==> src/rtl/iterative_muldiv.sv <==
// rtl/iterative_muldiv.sv - radix-2 multi-cycle signed/unsigned multiply and restoring divide
module iterative_muldiv #(
  parameter int WIDTH = 16
) (
  input  logic             clk,
  input  logic             rst_n,
  input  logic             start,
  input  logic             op,
  input  logic             is_signed,
  input  logic [WIDTH-1:0] a,
  input  logic [WIDTH-1:0] b,
  input  logic             flow,
  output logic [WIDTH-1:0] result,
  output logic [WIDTH-1:0] result_hi,
  output logic             div_by_zero,
  output logic             busy,
  output logic             stall_X
);
  localparam int CW = $clog2(WIDTH + 1);

  typedef enum logic [1:0] {IDLE, CALC, DONE} state_t;
  state_t state, state_next;

  logic               op_r, sa, sb;
  logic [WIDTH-1:0]   opnd;
  logic [2*WIDTH-1:0] acc, acc_next;
  logic [CW-1:0]      cnt;

  logic               sign_a, sign_b, div_zero;
  logic [WIDTH-1:0]   mag_a, mag_b, addend, rem_diff;
  logic [WIDTH:0]     mul_sum, rem_shift;
  logic               rem_ge;
  logic [2*WIDTH-1:0] prod_fix;
  logic [WIDTH-1:0]   quot_fix, rem_fix;

  assign sign_a   = is_signed & a[WIDTH-1];
  assign sign_b   = is_signed & b[WIDTH-1];
  assign mag_a    = sign_a ? -a : a;
  assign mag_b    = sign_b ? -b : b;
  assign div_zero = op && (b == '0);

  assign busy    = (state != IDLE);
  // Gated by reset so a held start cannot freeze the pipeline while in reset.
  assign stall_X = rst_n && start && !(state == DONE && flow);

  // opnd holds the multiplicand (multiply) or divisor magnitude (divide).
  always_comb begin
    addend    = acc[0] ? opnd : '0;
    mul_sum   = {1'b0, acc[2*WIDTH-1:WIDTH]} + {1'b0, addend};
    rem_shift = acc[2*WIDTH-1:WIDTH-1];
    rem_ge    = (rem_shift >= {1'b0, opnd});
    rem_diff  = rem_shift[WIDTH-1:0] - opnd;
    if (op_r)
      acc_next = {(rem_ge ? rem_diff : rem_shift[WIDTH-1:0]), acc[WIDTH-2:0], rem_ge};
    else
      acc_next = {mul_sum, acc[WIDTH-1:1]};
    prod_fix = (sa ^ sb) ? -acc_next : acc_next;
    quot_fix = (sa ^ sb) ? -acc_next[WIDTH-1:0] : acc_next[WIDTH-1:0];
    rem_fix  = sa ? -acc_next[2*WIDTH-1:WIDTH] : acc_next[2*WIDTH-1:WIDTH];
  end

  always_comb begin
    state_next = state;
    case (state)
      IDLE: if (start) state_next = div_zero ? DONE : CALC;
      CALC: begin
        if (!start)               state_next = IDLE;
        else if (cnt == CW'(1))   state_next = DONE;
      end
      DONE: if (!start || flow) state_next = IDLE;
      default: state_next = IDLE;
    endcase
  end

  always_ff @(posedge clk or negedge rst_n) begin
    if (!rst_n) state <= IDLE;
    else        state <= state_next;
  end

  always_ff @(posedge clk or negedge rst_n) begin
    if (!rst_n) begin
      op_r        <= 1'b0;
      sa          <= 1'b0;
      sb          <= 1'b0;
      opnd        <= '0;
      acc         <= '0;
      cnt         <= '0;
      result      <= '0;
      result_hi   <= '0;
      div_by_zero <= 1'b0;
    end else begin
      case (state)
        IDLE: if (start) begin
          op_r        <= op;
          sa          <= sign_a;
          sb          <= sign_b;
          cnt         <= CW'(WIDTH);
          opnd        <= op ? mag_b : mag_a;
          acc         <= {{WIDTH{1'b0}}, (op ? mag_a : mag_b)};
          div_by_zero <= div_zero;
          if (div_zero) begin
            result    <= '1;
            result_hi <= a;
          end
        end
        CALC: if (start) begin
          acc <= acc_next;
          cnt <= cnt - CW'(1);
          if (cnt == CW'(1)) begin
            if (op_r) begin
              result    <= quot_fix;
              result_hi <= rem_fix;
            end else begin
              result    <= prod_fix[WIDTH-1:0];
              result_hi <= prod_fix[2*WIDTH-1:WIDTH];
            end
          end
        end
        default: ;
      endcase
    end
  end
endmodule

==> config.mk <==
export PLATFORM = sky130hd
export DESIGN_NAME = iterative_muldiv
export DESIGN_NICKNAME = d
export VERILOG_FILES = /design/src/rtl/iterative_muldiv.sv
export SDC_FILE = /design/constraint.sdc
export NUM_CORES = 1
export LEC_CHECK = 0
export CORE_ASPECT_RATIO = 1.4
export CORE_MARGIN = 3
export CORE_UTILIZATION = 54
export CTS_CLUSTER_DIAMETER = 120
export DETAILED_ROUTE_END_ITERATION = 10
export PLACE_DENSITY = 0.76
export SLEW_MARGIN = 20
export SYNTH_ARGS = -nofsm -noshare
export SYNTH_HDL_FRONTEND = slang
export SYNTH_SLANG_ARGS = --single-unit
==> constraint.sdc <==
create_clock -name clk -period 11.15 [get_ports clk]
set_input_delay 1.6725 -clock clk [delete_from_list [all_inputs] [get_ports clk]]
set_output_delay 1.6725 -clock clk [all_outputs]
set_load 0.1 [all_outputs]
==> out/summary.txt <==
Status -> finished clean
Antenna violations before repair -> 0
Distinct cell type count after synthesis -> 78
Cell taking the most area after synthesis -> dfrtp_1
Drt via density -> 6.05
CP Max Fanout -> 9
Ys flop type -> dfrtp_1
Syn Nets -> 1053
First-pass GRT wire length -> 35900 um
Total iterations of the first detailed-routing run -> 5
Die Y -> 148 um
Ports -> 73
ANT cells -> 0
Area growth syn-to-layout -> 14.1%
Max-slew violations -> 0
Async S/R FF share, synth -> 100%
CTS Hold Bufs -> 0
Syn_area_per_cell -> 7.98 um^2
Die Width -> 107 um
Int Pwr -> 1200 uW
RSZ-0062 raised after global routing -> false
Via count -> 7314
Worst Hold Path EP -> result_hi[8]
GRT Residual Overflow -> 0
Setup crit start kind -> primary input
DR DRC count -> 0
Core area -> 14000 um^2
RePlAce Congestion -> 0.929
Root buf cell -> clkbuf_16
WS Path Type -> primary input to output pin
Drt wl/cell -> 18.4 um
Max-slew headroom -> 29.8%
Max-cap violations -> 0
Clock share of power -> 11.1%
Post-synth top area share -> 29.3%
Hold_sp -> result_hi[8]
H-tree Lvls -> 3
Comb pwr share -> 67.4%
DRT antenna net count -> 0
Sw Ratio -> 55.0%
Ys Warns -> 0
Final hold viol count -> 0
Post-synthesis cell area -> 7780 um^2
Power Density -> 301 nW/um^2
Post-route minimum period -> 5.34 ns
Worst-Margin Slew -> 1.05 ns
Die ar. -> 15900 um^2
Std-Cell Rows -> 51
Clock Tree Buf Depth -> 2
CTS Buf Count -> 9
RR Endpoint -> result_hi[10]
DP HPWL -> 16900 um
Post-synth EDFFs -> 0
Max Fclk -> 0.187 GHz
Sum Neg Setup Slack -> 0 ns
Placed cell areas -> 8590 um^2
CTS tree -> built
Largest net degree at the start of global routing -> 60
I/O Buffers -> 72
Final wirelength -> 22300 um
Mapped Cells -> 975
Worst EP required -> 9.48 ns
Clock sink total -> 91
Vias in the first global route -> 6883
Fin crit share -> 47.8%
Reg2reg setup slack -> 6.23 ns
Post-CTS Resized -> 0
Total leakage power -> 0.00378 uW
Area contributors post-synth -> dfrtp_1, nand2_1, ha_1, o21ai_0, xnor2_1
Arrival time at the worst endpoint -> 3.66 ns
Nets -> 1097
Hold/Removal Path Class -> flip-flop to flip-flop
# Post-CTS Setup Buffers -> 0
Cell area after layout -> 8880 um^2
Finish-stage setup viols -> 0
VDD IR max -> 0.000183 V
Layout cell share with drive strength beyond 1 -> 5.76%
Layout Skew -> 0.00980 ns
Net load switching power -> 1470 uW
Commonest non-fill, non-tap cells in the layout -> nand2_1, o21ai_0, nor2_1
Synth Register Bits -> 91
Post-synthesis sequential area ratio -> 29.3%
Total power -> 2670 uW
Starting Density -> 55.4%
Clk Latency, worst-skew pair -> 0.35 ns
Worst Setup End Kind -> output pin
Sequential Power Share -> 21.5%
Tot GR Track Use -> 28.4%
Hold Path Depth -> 2
Clk slew on worst S/H paths -> 0.07 ns
Most common cell after layout, fill and taps aside -> nand2_1
Initial DRC Count -> 489
Reg2Reg Depth -> 17
FF-to-FF Start -> acc[18]
==> cell families (layout without fill, tap and decap cells) <==
group	Yosys count	count (layout)	synth area share, %
AO/OA/AOI/OAI	294	294	24.4
XOR/XNOR	83	83	9.34
adder cells (fa/ha/maj)	40	40	6.62
buffers and inverters	86	135	4.45
flip-flops	91	91	29.3
multiplexers	37	37	4.97
AND/OR/NAND/NOR	344	344	20.9
==> routing by layer <==
layer  wire length (um)  GRT usage (%)
met1               9340           36.6
met2              11000           48.2
met3               1340           4.63
met4                633           9.85
met5                  0              0
==> cell usage after synthesis, types with 11 or more instances <==
library cell  number
dfrtp_1           91
ha_1              38
clkbuf_1          37
o21ai_0           92
o211ai_1          11
mux2i_1           29
nor3_1            17
xor2_1            35
and3_1            14
nand3_1           11
nor2_1            92
inv_1             40
and2_1            27
a21oi_1           77
a31oi_1           20
nand2_1          127
xnor2_1           48
==> through the flow <==
step           worst slack (ns)  hold slack, ns  utilization (%)  cells
3_5_place_dp               5.78           0.474             61.2   1193
4_1_cts                    5.80           0.497             63.2   1209
2_1_floorplan              6.24           0.463                -    975
6_report                   5.81           0.487             63.2   1209
5_1_grt                    5.70           0.527             63.2   1209
3_3_place_gp               5.83           0.471             61.2   1193
==> worst max path at each step <==
stage / slack (ns) / depth (start not counted) / start / to
after floorplan: 6.24 / 2 / rst_n / stall_X
after global placement: 5.83 / 12 / b[2] / result_hi[12]
after detailed placement: 5.78 / 12 / b[2] / result_hi[12]
after CTS: 5.80 / 4 / start / stall_X
after global routing: 5.70 / 4 / start / stall_X
final: 5.81 / 4 / start / stall_X
==> critical path: stages <==
cell             delay (ns)
clkdlybuf4s50_1        0.61
nand2_1                0.08
a31oi_1                0.14
clkdlybuf4s50_1        1.15
==> area by class of cell <==
cell class | count | area (um^2)
flip-flops and latches | 91 | 2280
inverters | 40 | 150
clock inverters | 7 | 52.6
fillers | 1280 | 5160
clock buffers | 9 | 225
well taps | 185 | 231
repair buffers | 79 | 771
multi-input cells | 798 | 5170
==> sequential cells by signal (all words and copies together) (netlist names) <==
signal / flops
acc: 32
cnt: 5
div_by_zero: 1
op_r: 1
opnd: 16
result: 16
result_hi: 16
sa: 1
sb: 1
state: 2
==> power groups by stage <==
stage | Sequential [uW] | Clock (uW) | Combinational, uW
6_report | 573 | 296 | 1800
3_3_place_gp | 574 | 0 | 1760
4_1_cts | 570 | 299 | 1790
2_1_floorplan | 941 | 0 | 1000
3_5_place_dp | 575 | 0 | 1780
5_1_grt | 588 | 310 | 1930
Power figures use the tool's default switching activity.
